## src/rtl/noc_pkg.sv

```systemverilog
// Shared NoC definitions: port codes, flit type codes and type-field geometry.
package noc_pkg;

  localparam logic [2:0] PORT_LOCAL = 3'b000;
  localparam logic [2:0] PORT_E     = 3'b001;
  localparam logic [2:0] PORT_W     = 3'b010;
  localparam logic [2:0] PORT_N     = 3'b011;
  localparam logic [2:0] PORT_S     = 3'b100;
  localparam logic [2:0] PORT_NONE  = 3'b111;

  localparam logic [1:0] FLIT_BODY   = 2'b00;
  localparam logic [1:0] FLIT_HEAD   = 2'b01;
  localparam logic [1:0] FLIT_TAIL   = 2'b10;
  localparam logic [1:0] FLIT_SINGLE = 2'b11;

  // The type field occupies the top FLIT_TYPE_W bits of every flit.
  localparam int FLIT_TYPE_W = 2;

  typedef enum logic [0:0] {
    ST_IDLE = 1'b0,
    ST_PKT  = 1'b1
  } route_state_t;

endpackage

```

## src/rtl/xy_route_calc.sv

```systemverilog
// Combinational dimension-order route computation.
// Default is XY order; defining ROUTE_YX_EN resolves Y before X.
module xy_route_calc
  import noc_pkg::*;
#(
  parameter int N_ADD      = 2,
  parameter int N_REGISTER = 3
) (
  input  logic [N_ADD-1:0]      x_cur,
  input  logic [N_ADD-1:0]      y_cur,
  input  logic [N_ADD-1:0]      x_des,
  input  logic [N_ADD-1:0]      y_des,
  output logic [N_REGISTER-1:0] port
);

  // Unsigned coordinate compare selecting the output direction.
  always_comb begin
    port = N_REGISTER'(PORT_LOCAL);
`ifdef ROUTE_YX_EN
    if (y_des > y_cur)      port = N_REGISTER'(PORT_N);
    else if (y_des < y_cur) port = N_REGISTER'(PORT_S);
    else if (x_des > x_cur) port = N_REGISTER'(PORT_E);
    else if (x_des < x_cur) port = N_REGISTER'(PORT_W);
    else                    port = N_REGISTER'(PORT_LOCAL);
`else
    if (x_des > x_cur)      port = N_REGISTER'(PORT_E);
    else if (x_des < x_cur) port = N_REGISTER'(PORT_W);
    else if (y_des > y_cur) port = N_REGISTER'(PORT_N);
    else if (y_des < y_cur) port = N_REGISTER'(PORT_S);
    else                    port = N_REGISTER'(PORT_LOCAL);
`endif
  end

endmodule

```

## src/rtl/input_route_ctrl.sv

```systemverilog
// Router input-port controller: wormhole route lock plus one-entry valid/ready output stage.
// Dimension order comes from xy_route_calc (macro ROUTE_YX_EN selects YX).
module input_route_ctrl
  import noc_pkg::*;
#(
  parameter int DATA_WIDTH = 8,
  parameter int N_ADD      = 2,
  parameter int N_REGISTER = 3
) (
  input  logic                  clk,
  input  logic                  rst,
  input  logic [N_ADD-1:0]      X_cur,
  input  logic [N_ADD-1:0]      Y_cur,
  input  logic [DATA_WIDTH-1:0] Data_in,
  input  logic                  empty,
  output logic                  read,
  output logic [DATA_WIDTH-1:0] Data_out,
  output logic                  out_valid,
  input  logic                  out_ready,
  output logic [N_REGISTER-1:0] register,
  output logic                  route_err
);

  localparam int TYPE_LO = DATA_WIDTH - FLIT_TYPE_W;

  route_state_t            state_r, state_nxt_s;
  logic [N_ADD-1:0]        x_cur_r, y_cur_r;
  logic [N_REGISTER-1:0]   route_lat_r;
  logic [N_REGISTER-1:0]   route_calc_s, route_sel_s;
  logic [FLIT_TYPE_W-1:0]  flit_type_s;
  logic                    read_s, fwd_s, drop_s, lock_s;

  assign flit_type_s = Data_in[DATA_WIDTH-1:TYPE_LO];
  assign read_s      = !rst && !empty && (!out_valid || out_ready);
  assign read        = read_s;

  xy_route_calc #(
    .N_ADD      (N_ADD),
    .N_REGISTER (N_REGISTER)
  ) u_route (
    .x_cur (x_cur_r),
    .y_cur (y_cur_r),
    .x_des (Data_in[N_ADD-1:0]),
    .y_des (Data_in[2*N_ADD-1:N_ADD]),
    .port  (route_calc_s)
  );

  // Packet FSM: classify the popped flit as forward/drop and choose its route.
  always_comb begin
    state_nxt_s = state_r;
    fwd_s       = 1'b0;
    drop_s      = 1'b0;
    lock_s      = 1'b0;
    route_sel_s = route_lat_r;
    if (read_s) begin
      case (state_r)
        ST_IDLE: begin
          case (flit_type_s)
            FLIT_HEAD: begin
              fwd_s       = 1'b1;
              lock_s      = 1'b1;
              route_sel_s = route_calc_s;
              state_nxt_s = ST_PKT;
            end
            FLIT_SINGLE: begin
              fwd_s       = 1'b1;
              route_sel_s = route_calc_s;
            end
            default: drop_s = 1'b1;
          endcase
        end
        ST_PKT: begin
          case (flit_type_s)
            FLIT_BODY: fwd_s = 1'b1;
            FLIT_TAIL: begin
              fwd_s       = 1'b1;
              state_nxt_s = ST_IDLE;
            end
            default: drop_s = 1'b1;  // stray head/single keeps the lock
          endcase
        end
        default: state_nxt_s = ST_IDLE;
      endcase
    end else begin
      state_nxt_s = state_r;
    end
  end

  // State, coordinates and route latch; coordinates track the pins only under reset.
  always_ff @(posedge clk or posedge rst) begin
    if (rst) begin
      state_r     <= ST_IDLE;
      route_lat_r <= N_REGISTER'(PORT_NONE);
      x_cur_r     <= X_cur;
      y_cur_r     <= Y_cur;
    end else begin
      state_r <= state_nxt_s;
      if (lock_s) route_lat_r <= route_calc_s;
    end
  end

  // Output stage: load on forward, clear when drained, otherwise hold.
  always_ff @(posedge clk or posedge rst) begin
    if (rst) begin
      out_valid <= 1'b0;
      Data_out  <= {DATA_WIDTH{1'b0}};
      register  <= N_REGISTER'(PORT_NONE);
      route_err <= 1'b0;
    end else begin
      route_err <= drop_s;
      if (fwd_s) begin
        out_valid <= 1'b1;
        Data_out  <= Data_in;
        register  <= route_sel_s;
      end else if (out_valid && out_ready) begin
        out_valid <= 1'b0;
        Data_out  <= {DATA_WIDTH{1'b0}};
        register  <= N_REGISTER'(PORT_NONE);
      end
    end
  end

endmodule

```

## config.mk

```make
export PLATFORM = sky130hd
export DESIGN_NAME = input_route_ctrl
export DESIGN_NICKNAME = d
export VERILOG_FILES = /design/src/rtl/noc_pkg.sv /design/src/rtl/xy_route_calc.sv /design/src/rtl/input_route_ctrl.sv
export SDC_FILE = /design/constraint.sdc
export NUM_CORES = 1
export LEC_CHECK = 0
export ABC_CLOCK_PERIOD_IN_PS = 2500
export BUFFER_PORTS_ARGS = -buffer_cell sky130_fd_sc_hd__buf_2
export CAP_MARGIN = 20
export CORE_MARGIN = 8
export CORE_UTILIZATION = 49
export CTS_CLUSTER_SIZE = 10
export DETAILED_ROUTE_END_ITERATION = 16
export GPL_TIMING_DRIVEN = 0
export PLACE_DENSITY_LB_ADDON = 0.25
export SLEW_MARGIN = 0
export SYNTH_ARGS = -nofsm -noshare
export SYNTH_HDL_FRONTEND = slang
export SYNTH_SLANG_ARGS = --single-unit
export TNS_END_PERCENT = 50
```

## constraint.sdc

```tcl
create_clock -name clk -period 2.5 [get_ports clk]
set_input_delay 0.625 -clock clk [delete_from_list [all_inputs] [get_ports clk]]
set_output_delay 0.625 -clock clk [all_outputs]
set_load 0.02 [all_outputs]
```

# Word-level counts from Yosys, hierarchy flattened
# Cells that the tools add are included.
# Widths: inputs -> output; s select.
# totals
regBits,17
latch_bits,0
ramBits,0
rom_bits,0
inputBits,16
output_inout_bits,14
n_memories,0
# op_classes
add_sub_neg,0
mul,0
div,0
n_lt_le_gt_ge,4
n_eq_ne,3
shift,0
n_mux,26
n_bitwise,1
reduce_logical,11
# ops
op,n
$mux 3,9
$mux 8,2
$mux 1,12
$pmux 1 s2,3
$eq 2x2->1 const B,2
$gt 2x2->1,2
$lt 2x2->1,2
$reduce_or 2->1,2
$logic_and 1x1->1,3
$logic_not 1->1,3
$eq 2x1->1 const B,1
$logic_not 2->1,1
$reduce_bool 2->1,1
$logic_or 1x1->1,1
$not 1->1,1

# Longest topological paths before layout
# logic_depth
word_depth,9
depth_mapped,4
depth_no_buf,3

# Hierarchy
# Synthesis repeated with hierarchy kept, for this count alone.
# unflattened
cells_unflattened,75
area_unflattened_um2,889.6
# modules_own_cells
mod,n_inst,cells_per_inst,area_per_inst_um2,seq_area_each_um2
input_route_ctrl,1,57,750.7,432.9
xy_route_calc,1,18,138.9,0.0

# Worst setup path before layout
# Ideal clock, no wire load.
# synth_timing
path_kind,input to output
from,in empty
to,out read
t_arrival_ps,1295
required_time_ps,1875
setup_slack_ps,580
stages,3
cell_sequence,or2_0 -> buf_2 -> nor2_1
# synth_via
elab_chain_cells,3
# synth_lines
element,line,rtl
start: declaration,input_route_ctrl.sv:15,"input logic empty,"
$logic_not 1->1,input_route_ctrl.sv:34,assign read_s = !rst && !empty && (!out_valid || out_ready);
$logic_and 1x1->1 (2 in a row),input_route_ctrl.sv:34,
end: declaration,input_route_ctrl.sv:16,"output logic read,"
# Every way passes these cells.

# Final worst setup path
# Ends and elaborated chain as after synthesis.

==> out/metrics.cfg <==
[status]
status=completed

[logic_synthesis]
yosysWarnings=4
syn_avg_cell_area_um2=12.6
synth-seq-cells=17
synthCells=61
ys_types=25
ys_seq_area_share_pct=56.3
syn-num-nets=77
netlist_area_um2=769

[sta]
worstMarginPinSlew_ns=0.626
layout_min_cycle_time_ns=2.01
rsz0062_at_grt=no
setup_viol=0
whs_ns=0.405
fin_crit_sh_pct=80.6
setup-tns-final_ns=0
slew_headroom_pct=58.2
fmax_mhz=497
hold_viol=0
drv_slew=0
finalClockSkew_ns=0.00932

[floorplanning]
num_rows=14
core-area_mm2=0.00149
start_util_pct=51.7
io_pins=30
die_width_um=55.6
die_y_um=55.6
dieArea_mm2=0.00309

[pwr]
swShare_pct=32.7
peakVddDrop_mv=0.344
combPwrFrac_pct=27.8
p_switching_uw=225
power_density_mw_per_mm2=731
leakage_uw=0.000483
p_int_uw=463
clkPwrFrac_pct=21.5
pwr-share-seq_pct=50.7

[drt]
dr.pass1.iters=4
dr_total_vias=570
ant_nets=0
drc=0
wl_per_cell_um=14.9
via_per_inst=5.38
totalWireLength_um=1580
first_iter_violations=8

[clock_tree]
clk_pin_slew_ns=0.11
cts-hold-fix-buffers=0
cts.repair.resized=0
clk_latency_ns=0.29
cts_tree=yes
htree_levels=1
cts.path.max_buffers=2
cts-root-buf=clkbuf_4
postCtsSetupRepairBufs=0
cts.sinks=17
cts_inserted_buffers=3

[worst_setup_path]
critical_path_class=in -> out
crit_fanout=9
cp.required_ns=1.88
cp-start-kind=input port
critPathArrivalTime_ns=1.39
end_kind=output pin

[grt]
grt_max_degree=18
grt_overflow=0
first_global_vias=624
grt_pass1_wl_um=2910
antenna_found_initial=0
gr-usage-all-layers_pct=11.3

[finish]
drive_above_1_share_pct=46.7
layout_commonest_cell=buf_2
layout_common_cells=buf_2 (27), dfrtp_1 (11), inv_1 (7), a22o_1 (7), dfstp_2 (6)
fill_cells=105
antennaDiodeCount=0
nets=107
fin_area_um2=942
area_delta_synth_final_pct=22.4

[min_path]
min_path_type=in -> async

[run]
maxCapViolations=0

[place]
gp_congestion=0.724
post-dp-hpwl_um=1200
portBuffers=25
placed_area_um2=915

sequential cells by signal (all words and copies together) (netlist names):
| signal | cells |
|---|---|
| Data_out | 8 |
| register | 3 |
| route_lat_r | 3 |
| out_valid | 1 |
| route_err | 1 |
| state_r | 1 |
power groups by stage:
stage	Combinational, µW	Clock [µW]	Sequential (µW)
2_1_floorplan	76.5	0	403
3_3_place_gp	191	0	352
3_5_place_dp	194	0	354
4_1_cts	194	152	349
5_1_grt	210	166	355
6_report	191	148	349
logic make-up (layout without fill, tap and decap cells):
group	count (synthesis)	count (layout)	share of synthesized area [%]
AND/OR/NAND/NOR	15	15	15.0
AO/OA/AOI/OAI	16	16	17.9
flip-flops	17	17	56.3
multiplexers	2	2	2.60
XOR/XNOR	1	1	2.11
buffers and inverters	10	39	6.18
worst max-delay path, stage by stage:
cell	delay, ns
buf_2	0.10
or2_0	0.21
buf_2	0.19
nor2_1	0.09
buf_2	0.16
Yosys cell counts, drive strengths merged:
library cell / instances / area (µm²)
mux2i: 2 / 20.0
nor4: 3 / 33.8
inv: 7 / 26.3
a21o: 1 / 7.51
o21ai: 1 / 5.00
nor3: 3 / 15.0
xor2: 1 / 16.3
a22o: 7 / 61.3
a22oi: 2 / 20.0
nor2b: 2 / 12.5
or2b: 1 / 7.51
nor3b: 2 / 26.3
or2: 2 / 12.5
o2bb2ai: 1 / 8.76
o31ai: 2 / 15.0
buf: 3 / 21.3
a222oi: 2 / 20.0
nor2: 2 / 7.51
dfstp: 6 / 158
dfrtp: 11 / 275
per-layer routing:
layer  GRT usage [%]  routed length (µm)  vias to the layer above
met1            13.9                 712                      270
met5               0                   0                        -
met2            17.1                 739                       17
met3            4.57                 107                        4
met4            4.23                  21                        0
li1                -                   -                      279
per-stage QoR:
| step | utilization, % | std cells | setup WS [ns] | power (µW) |
|---|---|---|---|---|
| after floorplan | - | 61 | 0.580 | 479 |
| after global placement | 61.4 | 102 | 0.502 | 544 |
| after detailed placement | 61.4 | 102 | 0.483 | 548 |
| after CTS | 63.3 | 106 | 0.480 | 696 |
| after global routing | 63.3 | 106 | 0.431 | 731 |
| final | 63.3 | 106 | 0.486 | 688 |
cell type report:
cell class,instances,area (µm²),area share [%]
Multi-Input combinational cell,34,289,30.7
Tap cell,16,20.0,2.12
Clock buffer,3,22.5,2.39
Inverter,7,26.3,2.79
Buffer,3,21.3,2.26
Timing Repair Buffer,25,125,13.3
Sequential cell,17,433,45.9
Clock inverter,1,5.00,0.531
path summary, 6_finish.rpt:
kind                                         startpoint                          to  slack (ns)  cells past startpoint
worst max-delay path                              empty                        read        0.49                      5
worst min-delay path                                rst       out_valid$_DFFE_PP0P_        0.41                      2
worst max register to register    out_valid$_DFFE_PP0P_  route_lat_r[1]$_DFFE_PP1P_        1.07                      4
worst min register to register  Data_out[6]$_DFFE_PP0P_     Data_out[6]$_DFFE_PP0P_        0.48                      1
max in group asynchronous                           rst     Data_out[6]$_DFFE_PP0P_        1.68                      2
min in group clk                Data_out[6]$_DFFE_PP0P_     Data_out[6]$_DFFE_PP0P_        0.48                      1
Note: power is estimated with default switching activity, not from simulation.
